===== src/rtl/mem_port_arbiter_if.sv =====
// Request/response and ROM-drive bundle for mem_port_arbiter.
// slave = arbiter side, master = requesters plus the ROM.
interface mem_port_arbiter_if #(
  parameter int MEM_DEPTH = 4,
  parameter int MEM_EXTRA = 4
);
  localparam int AW = MEM_DEPTH + 1;
  localparam int DW = (2 ** MEM_EXTRA) * 8;

  // Instruction-fetch requester.
  logic                 f_valid;
  logic                 f_ready;
  logic [AW-1:0]        f_addr;
  logic [MEM_EXTRA-1:0] f_extra;
  logic                 f_rsp_valid;

  // Data-load requester.
  logic                 l_valid;
  logic                 l_ready;
  logic [AW-1:0]        l_addr;
  logic [MEM_EXTRA-1:0] l_extra;
  logic [AW-1:0]        l_lower_bound;
  logic [AW-1:0]        l_upper_bound;
  logic                 l_rsp_valid;

  // Shared response.
  logic [DW-1:0]        rsp_data;
  logic                 rsp_error;

  // ROM port.
  logic [AW-1:0]        mem_addr;
  logic [MEM_EXTRA-1:0] mem_extra;
  logic [AW-1:0]        mem_lower_bound;
  logic [AW-1:0]        mem_upper_bound;
  logic [DW-1:0]        mem_data;
  logic                 mem_error;

  modport slave (
    input  f_valid, f_addr, f_extra,
    input  l_valid, l_addr, l_extra, l_lower_bound, l_upper_bound,
    input  mem_data, mem_error,
    output f_ready, f_rsp_valid, l_ready, l_rsp_valid,
    output rsp_data, rsp_error,
    output mem_addr, mem_extra, mem_lower_bound, mem_upper_bound
  );

  modport master (
    output f_valid, f_addr, f_extra,
    output l_valid, l_addr, l_extra, l_lower_bound, l_upper_bound,
    output mem_data, mem_error,
    input  f_ready, f_rsp_valid, l_ready, l_rsp_valid,
    input  rsp_data, rsp_error,
    input  mem_addr, mem_extra, mem_lower_bound, mem_upper_bound
  );
endinterface


===== src/rtl/mem_port_arbiter.sv =====
// Shares one genrom read port between CPU fetch and load (IDLE/ISSUE/CAPTURE).
// Define MEM_PORT_ARBITER_ROUND_ROBIN_EN for round-robin ties; default is fetch priority.
module mem_port_arbiter #(
  parameter int MEM_DEPTH = 4,
  parameter int MEM_EXTRA = 4
) (
  input  logic              clk,
  input  logic              reset,
  mem_port_arbiter_if.slave bus
);
  localparam int AW = MEM_DEPTH + 1;

  typedef enum logic [1:0] {
    IDLE    = 2'd0,
    ISSUE   = 2'd1,
    CAPTURE = 2'd2
  } state_t;

  state_t state;
  logic   gnt;        // 0 = fetch, 1 = load
  logic   pick_load;
  logic   accept;

`ifdef MEM_PORT_ARBITER_ROUND_ROBIN_EN
  logic   last;       // 0 = fetch won last, 1 = load won last
`endif

  // NOTE: every variable written in always_comb gets a default first, so no
  // path through the block leaves it unassigned and no latch is inferred.
  always_comb begin
    pick_load = 1'b0;
    if (bus.l_valid && !bus.f_valid) begin
      pick_load = 1'b1;
    end
`ifdef MEM_PORT_ARBITER_ROUND_ROBIN_EN
    else if (bus.l_valid && bus.f_valid) begin
      pick_load = ~last;
    end
`endif
  end

  // Ready is gated by reset so nothing handshakes while the block is held.
  assign bus.f_ready = (state == IDLE) && !reset && bus.f_valid && !pick_load;
  assign bus.l_ready = (state == IDLE) && !reset && bus.l_valid &&  pick_load;
  assign accept      = bus.f_ready || bus.l_ready;

  // NOTE: sequential state uses non-blocking assignments only, so every
  // register samples the pre-edge values regardless of statement order.
  always_ff @(posedge clk) begin
    if (reset) begin
      state               <= IDLE;
      gnt                 <= 1'b0;
      bus.mem_addr        <= '0;
      bus.mem_extra       <= '0;
      bus.mem_lower_bound <= '0;
      bus.mem_upper_bound <= '1;
      bus.rsp_data        <= '0;
      bus.rsp_error       <= 1'b0;
      bus.f_rsp_valid     <= 1'b0;
      bus.l_rsp_valid     <= 1'b0;
`ifdef MEM_PORT_ARBITER_ROUND_ROBIN_EN
      last                <= 1'b1;
`endif
    end else begin
      bus.f_rsp_valid <= 1'b0;
      bus.l_rsp_valid <= 1'b0;
      unique case (state)
        IDLE: begin
          if (accept) begin
            gnt   <= bus.l_ready;
            state <= ISSUE;
`ifdef MEM_PORT_ARBITER_ROUND_ROBIN_EN
            last  <= bus.l_ready;
`endif
            if (bus.l_ready) begin
              bus.mem_addr        <= bus.l_addr;
              bus.mem_extra       <= bus.l_extra;
              bus.mem_lower_bound <= bus.l_lower_bound;
              bus.mem_upper_bound <= bus.l_upper_bound;
            end else begin
              // Fetch is unrestricted: the whole ROM is in bounds.
              bus.mem_addr        <= bus.f_addr;
              bus.mem_extra       <= bus.f_extra;
              bus.mem_lower_bound <= {AW{1'b0}};
              bus.mem_upper_bound <= {AW{1'b1}};
            end
          end
        end
        ISSUE: begin
          state <= CAPTURE;
        end
        CAPTURE: begin
          bus.rsp_data    <= bus.mem_data;
          bus.rsp_error   <= bus.mem_error;
          bus.f_rsp_valid <= ~gnt;
          bus.l_rsp_valid <=  gnt;
          state           <= IDLE;
        end
        default: begin
          state <= IDLE;
        end
      endcase
    end
  end

`ifndef SYNTHESIS
  a_one_ready : assert property (@(posedge clk) disable iff (reset)
    !(bus.f_ready && bus.l_ready));
  a_one_rsp : assert property (@(posedge clk) disable iff (reset)
    !(bus.f_rsp_valid && bus.l_rsp_valid));
`endif
endmodule


===== src/flat_wrapper.sv =====
// flat-port wrapper written by rule: the top's interface ports become plain ports
module mem_port_arbiter_flat 
#(
  parameter int MEM_DEPTH = 4,
  parameter int MEM_EXTRA = 4
)
  (clk, reset, bus_f_valid, bus_f_addr, bus_f_extra, bus_l_valid, bus_l_addr, bus_l_extra, bus_l_lower_bound, bus_l_upper_bound, bus_mem_data, bus_mem_error, bus_f_ready, bus_f_rsp_valid, bus_l_ready, bus_l_rsp_valid, bus_rsp_data, bus_rsp_error, bus_mem_addr, bus_mem_extra, bus_mem_lower_bound, bus_mem_upper_bound);
  mem_port_arbiter_if #(.MEM_DEPTH(MEM_DEPTH), .MEM_EXTRA(MEM_EXTRA)) bus_i ();
  input  logic clk;
  input  logic reset;
  input wire logic [$bits(bus_i.f_valid)-1:0] bus_f_valid;
  input wire logic [$bits(bus_i.f_addr)-1:0] bus_f_addr;
  input wire logic [$bits(bus_i.f_extra)-1:0] bus_f_extra;
  input wire logic [$bits(bus_i.l_valid)-1:0] bus_l_valid;
  input wire logic [$bits(bus_i.l_addr)-1:0] bus_l_addr;
  input wire logic [$bits(bus_i.l_extra)-1:0] bus_l_extra;
  input wire logic [$bits(bus_i.l_lower_bound)-1:0] bus_l_lower_bound;
  input wire logic [$bits(bus_i.l_upper_bound)-1:0] bus_l_upper_bound;
  input wire logic [$bits(bus_i.mem_data)-1:0] bus_mem_data;
  input wire logic [$bits(bus_i.mem_error)-1:0] bus_mem_error;
  output wire logic [$bits(bus_i.f_ready)-1:0] bus_f_ready;
  output wire logic [$bits(bus_i.f_rsp_valid)-1:0] bus_f_rsp_valid;
  output wire logic [$bits(bus_i.l_ready)-1:0] bus_l_ready;
  output wire logic [$bits(bus_i.l_rsp_valid)-1:0] bus_l_rsp_valid;
  output wire logic [$bits(bus_i.rsp_data)-1:0] bus_rsp_data;
  output wire logic [$bits(bus_i.rsp_error)-1:0] bus_rsp_error;
  output wire logic [$bits(bus_i.mem_addr)-1:0] bus_mem_addr;
  output wire logic [$bits(bus_i.mem_extra)-1:0] bus_mem_extra;
  output wire logic [$bits(bus_i.mem_lower_bound)-1:0] bus_mem_lower_bound;
  output wire logic [$bits(bus_i.mem_upper_bound)-1:0] bus_mem_upper_bound;
  assign bus_i.f_valid = bus_f_valid;
  assign bus_i.f_addr = bus_f_addr;
  assign bus_i.f_extra = bus_f_extra;
  assign bus_i.l_valid = bus_l_valid;
  assign bus_i.l_addr = bus_l_addr;
  assign bus_i.l_extra = bus_l_extra;
  assign bus_i.l_lower_bound = bus_l_lower_bound;
  assign bus_i.l_upper_bound = bus_l_upper_bound;
  assign bus_i.mem_data = bus_mem_data;
  assign bus_i.mem_error = bus_mem_error;
  assign bus_f_ready = bus_i.f_ready;
  assign bus_f_rsp_valid = bus_i.f_rsp_valid;
  assign bus_l_ready = bus_i.l_ready;
  assign bus_l_rsp_valid = bus_i.l_rsp_valid;
  assign bus_rsp_data = bus_i.rsp_data;
  assign bus_rsp_error = bus_i.rsp_error;
  assign bus_mem_addr = bus_i.mem_addr;
  assign bus_mem_extra = bus_i.mem_extra;
  assign bus_mem_lower_bound = bus_i.mem_lower_bound;
  assign bus_mem_upper_bound = bus_i.mem_upper_bound;
  mem_port_arbiter #(.MEM_DEPTH(MEM_DEPTH), .MEM_EXTRA(MEM_EXTRA)) u_core (.clk(clk), .reset(reset), .bus(bus_i));
endmodule

===== config.mk =====
export PLATFORM = sky130hd
export DESIGN_NAME = mem_port_arbiter_flat
export DESIGN_NICKNAME = d
export VERILOG_FILES = /design/src/rtl/mem_port_arbiter_if.sv /design/src/rtl/mem_port_arbiter.sv /design/src/flat_wrapper.sv
export SDC_FILE = /design/constraint.sdc
export NUM_CORES = 1
export LEC_CHECK = 0
export ABC_AREA = 1
export CAP_MARGIN = 0
export CORE_AREA = 3 3 152 154
export CTS_CLUSTER_SIZE = 10
export DETAILED_ROUTE_END_ITERATION = 10
export DIE_AREA = 0 0 155 157
export GPL_ROUTABILITY_DRIVEN = 0
export PLACE_DENSITY_LB_ADDON = 0.3
export SLEW_MARGIN = 20
export SYNTH_ARGS = -nofsm -noshare
export SYNTH_HDL_FRONTEND = slang
export SYNTH_SLANG_ARGS = --single-unit

===== constraint.sdc =====
create_clock -name clk -period 3.4 [get_ports clk]
set_clock_uncertainty 0.15 [all_clocks]
set_input_delay 0.51 -clock clk [delete_from_list [all_inputs] [get_ports clk]]
set_output_delay 0.51 -clock clk [all_outputs]
set_load 0.05 [all_outputs]

# Yosys cells after proc, flatten, opt, wreduce, memory -nomap -nowiden
# Cells that the tools add are included.
# Widths: inputs -> output; s select.
[op_classes] eq_ne=3 n_mux=7 n_bitwise=2 n_reduce_logical=13
[op_table] op="$mux 5" n=3
[op_table] op="$logic_and 1x1->1" n=6
[op_table] op="$mux 4" n=1
[op_table] op="$pmux 2 s2" n=1
[op_table] op="$logic_not 1->1" n=3
[op_table] op="$eq 2x1->1 const B" n=1
[op_table] op="$eq 2x2->1 const B" n=1
[op_table] op="$logic_not 2->1" n=1
[op_table] op="$mux 2" n=1
[op_table] op="$ne 2x1->1 const B" n=1
[op_table] op="$not 1->1" n=2
[op_table] op="$reduce_and 2->1" n=1
[op_table] op="$reduce_or 2->1" n=1
[op_table] op="$logic_or 1x1->1" n=1
[op_table] op="$mux 1" n=1
[word_totals] ff_bits=153 input_bits=161 out_inout_bits=152 wordCells=35

# Logic depth before layout (Yosys ltp)
[depth] word_depth=8 ltp_mapped=9 mapped_depth_nobuf=7

# Least setup slack after synthesis
# Ideal clock, no wire load.
[synth_timing] kind="input port to output port" startpoint="in reset" endpoint="out bus_f_ready" arrival_time_ns=1.405 t_required_ns=2.740 slack_ns=1.335 cell_stages=5 n_path_buf=2 path_cell_list="buf_6 > nor2_4 > nand3_2 > buf_2 > inv_1"
[synth_between] elab_chain_cells=4
[synth_rtl] element="start, declared" line="flat_wrapper.sv:10" text="input logic reset;"
[synth_rtl] element="$logic_not 1->1" line="mem_port_arbiter.sv:43" text="assign bus.f_ready = (state == IDLE) && !reset && bus.f_valid && !pick_load;"
[synth_rtl] element="$logic_and 1x1->1 (3 in a row)" line="mem_port_arbiter.sv:43"
[synth_rtl] element="end, declared" line="flat_wrapper.sv:21" text="output wire logic [$bits(bus_i.f_ready)-1:0] bus_f_ready;"
# No other way between the ends.

# Final worst setup path
# Ends and elaborated chain as after synthesis.

==> impl_metrics.yaml <==
power_and_ir_drop:
  peakVddDrop_uv: 268
  leakagePower_nw: 3.58
  p_per_area_nw_per_um2: 551
  total_power_mw: 5.17
sta:
  setup_slack_ns: 0.938
  slew_headroom_pct: 46.7
  rsz0062_at_grt: "no"
  hold_slack_ns: 0.269
  finalHoldViolCount: 0
  min_period_ns: 2.46
  tightestPinTransition_ns: 0.799
  post-route-period-util_pct: 72.4
  fmaxAchievable_ghz: 0.406
  fin_tns_setup_ns: 0
  drv_slew: 0
  setup_viol: 0
clock_tree:
  cts_tree: "yes"
  cts_buffers: 17
  clk_path_buf_depth: 2
  clock-sinks: 153
  cts_setup_buffers: 0
  clock_latency_ns: 0.40
  htree_levels: 4
  post_cts_resized: 0
  cts_hold_buf: 0
  path_clk_slew_ns: 0.06
  cts_root_buf: "clkbuf_16"
placed_design:
  hpwl_um: 12300
  placed_area_um2: 8800
  pre_cts_slack_ns: 0.931
  dp_cells: 1255
  io_buffers: 312
detailed_routing:
  drtIter0Drc: 310
  dr_total_vias: 5484
  via_per_inst: 4.26
  wl_per_cell_um: 14.1
  dr.pass1.iters: 5
  ant_nets: 0
  drt-total-wl_um: 18100
  drcViolationCount: 0
final_layout:
  final_cells: 1286
  final_cell_area_um2: 9380
  fin_util_pct: 43.0
  syn_to_final_growth_pct: 71.7
  drive_gt1_share_pct: 4.77
  fin_nets: 1155
  n_antenna_cell: 0
logic_synthesis:
  synth-seq-cells: 153
  netlist_area_um2: 5460
  synth_top_cell_area_share_pct: 56.1
  avgSynthCellArea_um2: 7.75
  yosys-top-cells-count: "nor2_1, dfxtp_1, o21ai_0, nand2_1, clkbuf_1"
  synth_ff_type: "dfxtp_1"
  yosys_warnings: 0
  yosysMostFrequentCell: "nor2_1"
  async_reset_ff_share_pct: 0
  synth_fp_nets: 866
  yosysUniqueCellTypes: 21
  synth-edff-count: 0
  yosysTopAreaCell: "dfxtp_1"
  syn_inst: 705
  ys_seq_area_share_pct: 56.1
  netlist_top_cells_area: "dfxtp_1, nor2_1, o21ai_0"
floorplan:
  core_area_um2: 21800
  ios: 313
  initial_core_util_pct: 25.0
  die_h_um: 157
  dieArea_um2: 24300
  fp.dieW_um: 155
  rows: 54
worst_setup_path:
  arrival_ns: 1.80
  cp-end-kind: "output port"
  critical_path_class: "in -> out"
  crit_fanout: 17
  required_ns: 2.74
  critPathLaunchType: "input port"
flow_run:
  maxCapViolations: 0
global_route:
  antenna_found_initial: 0
  grt_pass1_vias: 5176
  grt_overflow: 0
  grt_pass1_wl_um: 28000
  grt_max_degree: 90
  grtUsageTotal_pct: 14.3
outcome:
  status: "finished clean"
worst_hold_path:
  hold_path.class: "reg -> reg"
[worst max-delay path, cell delays in order]
cell	delay, ns
clkdlybuf4s50_1	0.48
nor2_4	0.16
nand3_2	0.31
inv_1	0.13
buf_4	0.21
[cell families after synthesis]
group                  share of synthesized area, %
buffers and inverters                          5.98
AO/OA/AOI/OAI                                  12.8
AND/OR/NAND/NOR                                25.1
flip-flops                                     56.1
[area by class of cell]
cell class,count,area [um^2]
Clock buffer,19,443
Clock inverter,12,141
Fill cell,2218,12400
Inverter,25,97.6
Multi-Input combinational cell,478,2080
Sequential cell,153,3060
Tap cell,280,350
Timing Repair Buffer,319,3210
[worst paths after layout]
path / from / cells past startpoint / slack, ns / end
max: reset / 5 / 0.94 / bus_f_ready
min: u_core.gnt$_SDFFE_PP0P_ / 1 / 0.27 / u_core.bus.f_rsp_valid$_SDFF_PP0_
max reg2reg: u_core.state[0]$_SDFFE_PP0P_ / 5 / 1.31 / u_core.bus.rsp_data[13]$_SDFFE_PP0N_
min reg2reg: u_core.gnt$_SDFFE_PP0P_ / 1 / 0.27 / u_core.bus.f_rsp_valid$_SDFF_PP0_
[power by group]
part | switching (mW) | internal, mW | total [mW]
Sequential | 0.0652 | 1.93 | 1.99
Clock | 0.797 | 1.11 | 1.91
Combinational | 0.778 | 0.494 | 1.27
Total | 1.64 | 3.53 | 5.17
[registers in the layout, summed over array words and instances, names as in the netlist]
signal and count:
u_core.bus.f_rsp_valid 1, u_core.bus.mem_upper_bound 5, u_core.gnt 1, u_core.bus.mem_addr 5, u_core.bus.rsp_data 128, u_core.bus.l_rsp_valid 1, u_core.bus.mem_extra 4, u_core.bus.rsp_error 1
u_core.bus.mem_lower_bound 5, u_core.state 2
[layer usage]
metal | GRT usage (%) | share of wire [%] | wire [um] | vias to the layer above
li1 | - | - | - | 2815
met3 | 5.61 | 9.0 | 1620 | 19
met1 | 16.9 | 41 | 7500 | 2454
met4 | 5.42 | 2.2 | 391 | 0
met2 | 23.5 | 47 | 8570 | 196
met5 | 0 | 0 | 0 | -
[layout by cell type, fill, tap and decap left out, drive strengths merged, types with 2 or more instances in the layout]
cell type,netlist,layout
clkdlybuf4s50,0,310
nor2,260,260
dfxtp,153,153
o21ai,129,129
nand2,49,49
inv,24,29
clkbuf,27,19
nand3,17,17
nand3b,9,9
buf,22,9
a21oi,5,5
o22ai,5,5
clkinvlp,0,5
nor3,3,3
bufinv,0,2
No activity file was read; power rests on OpenSTA's default activity.
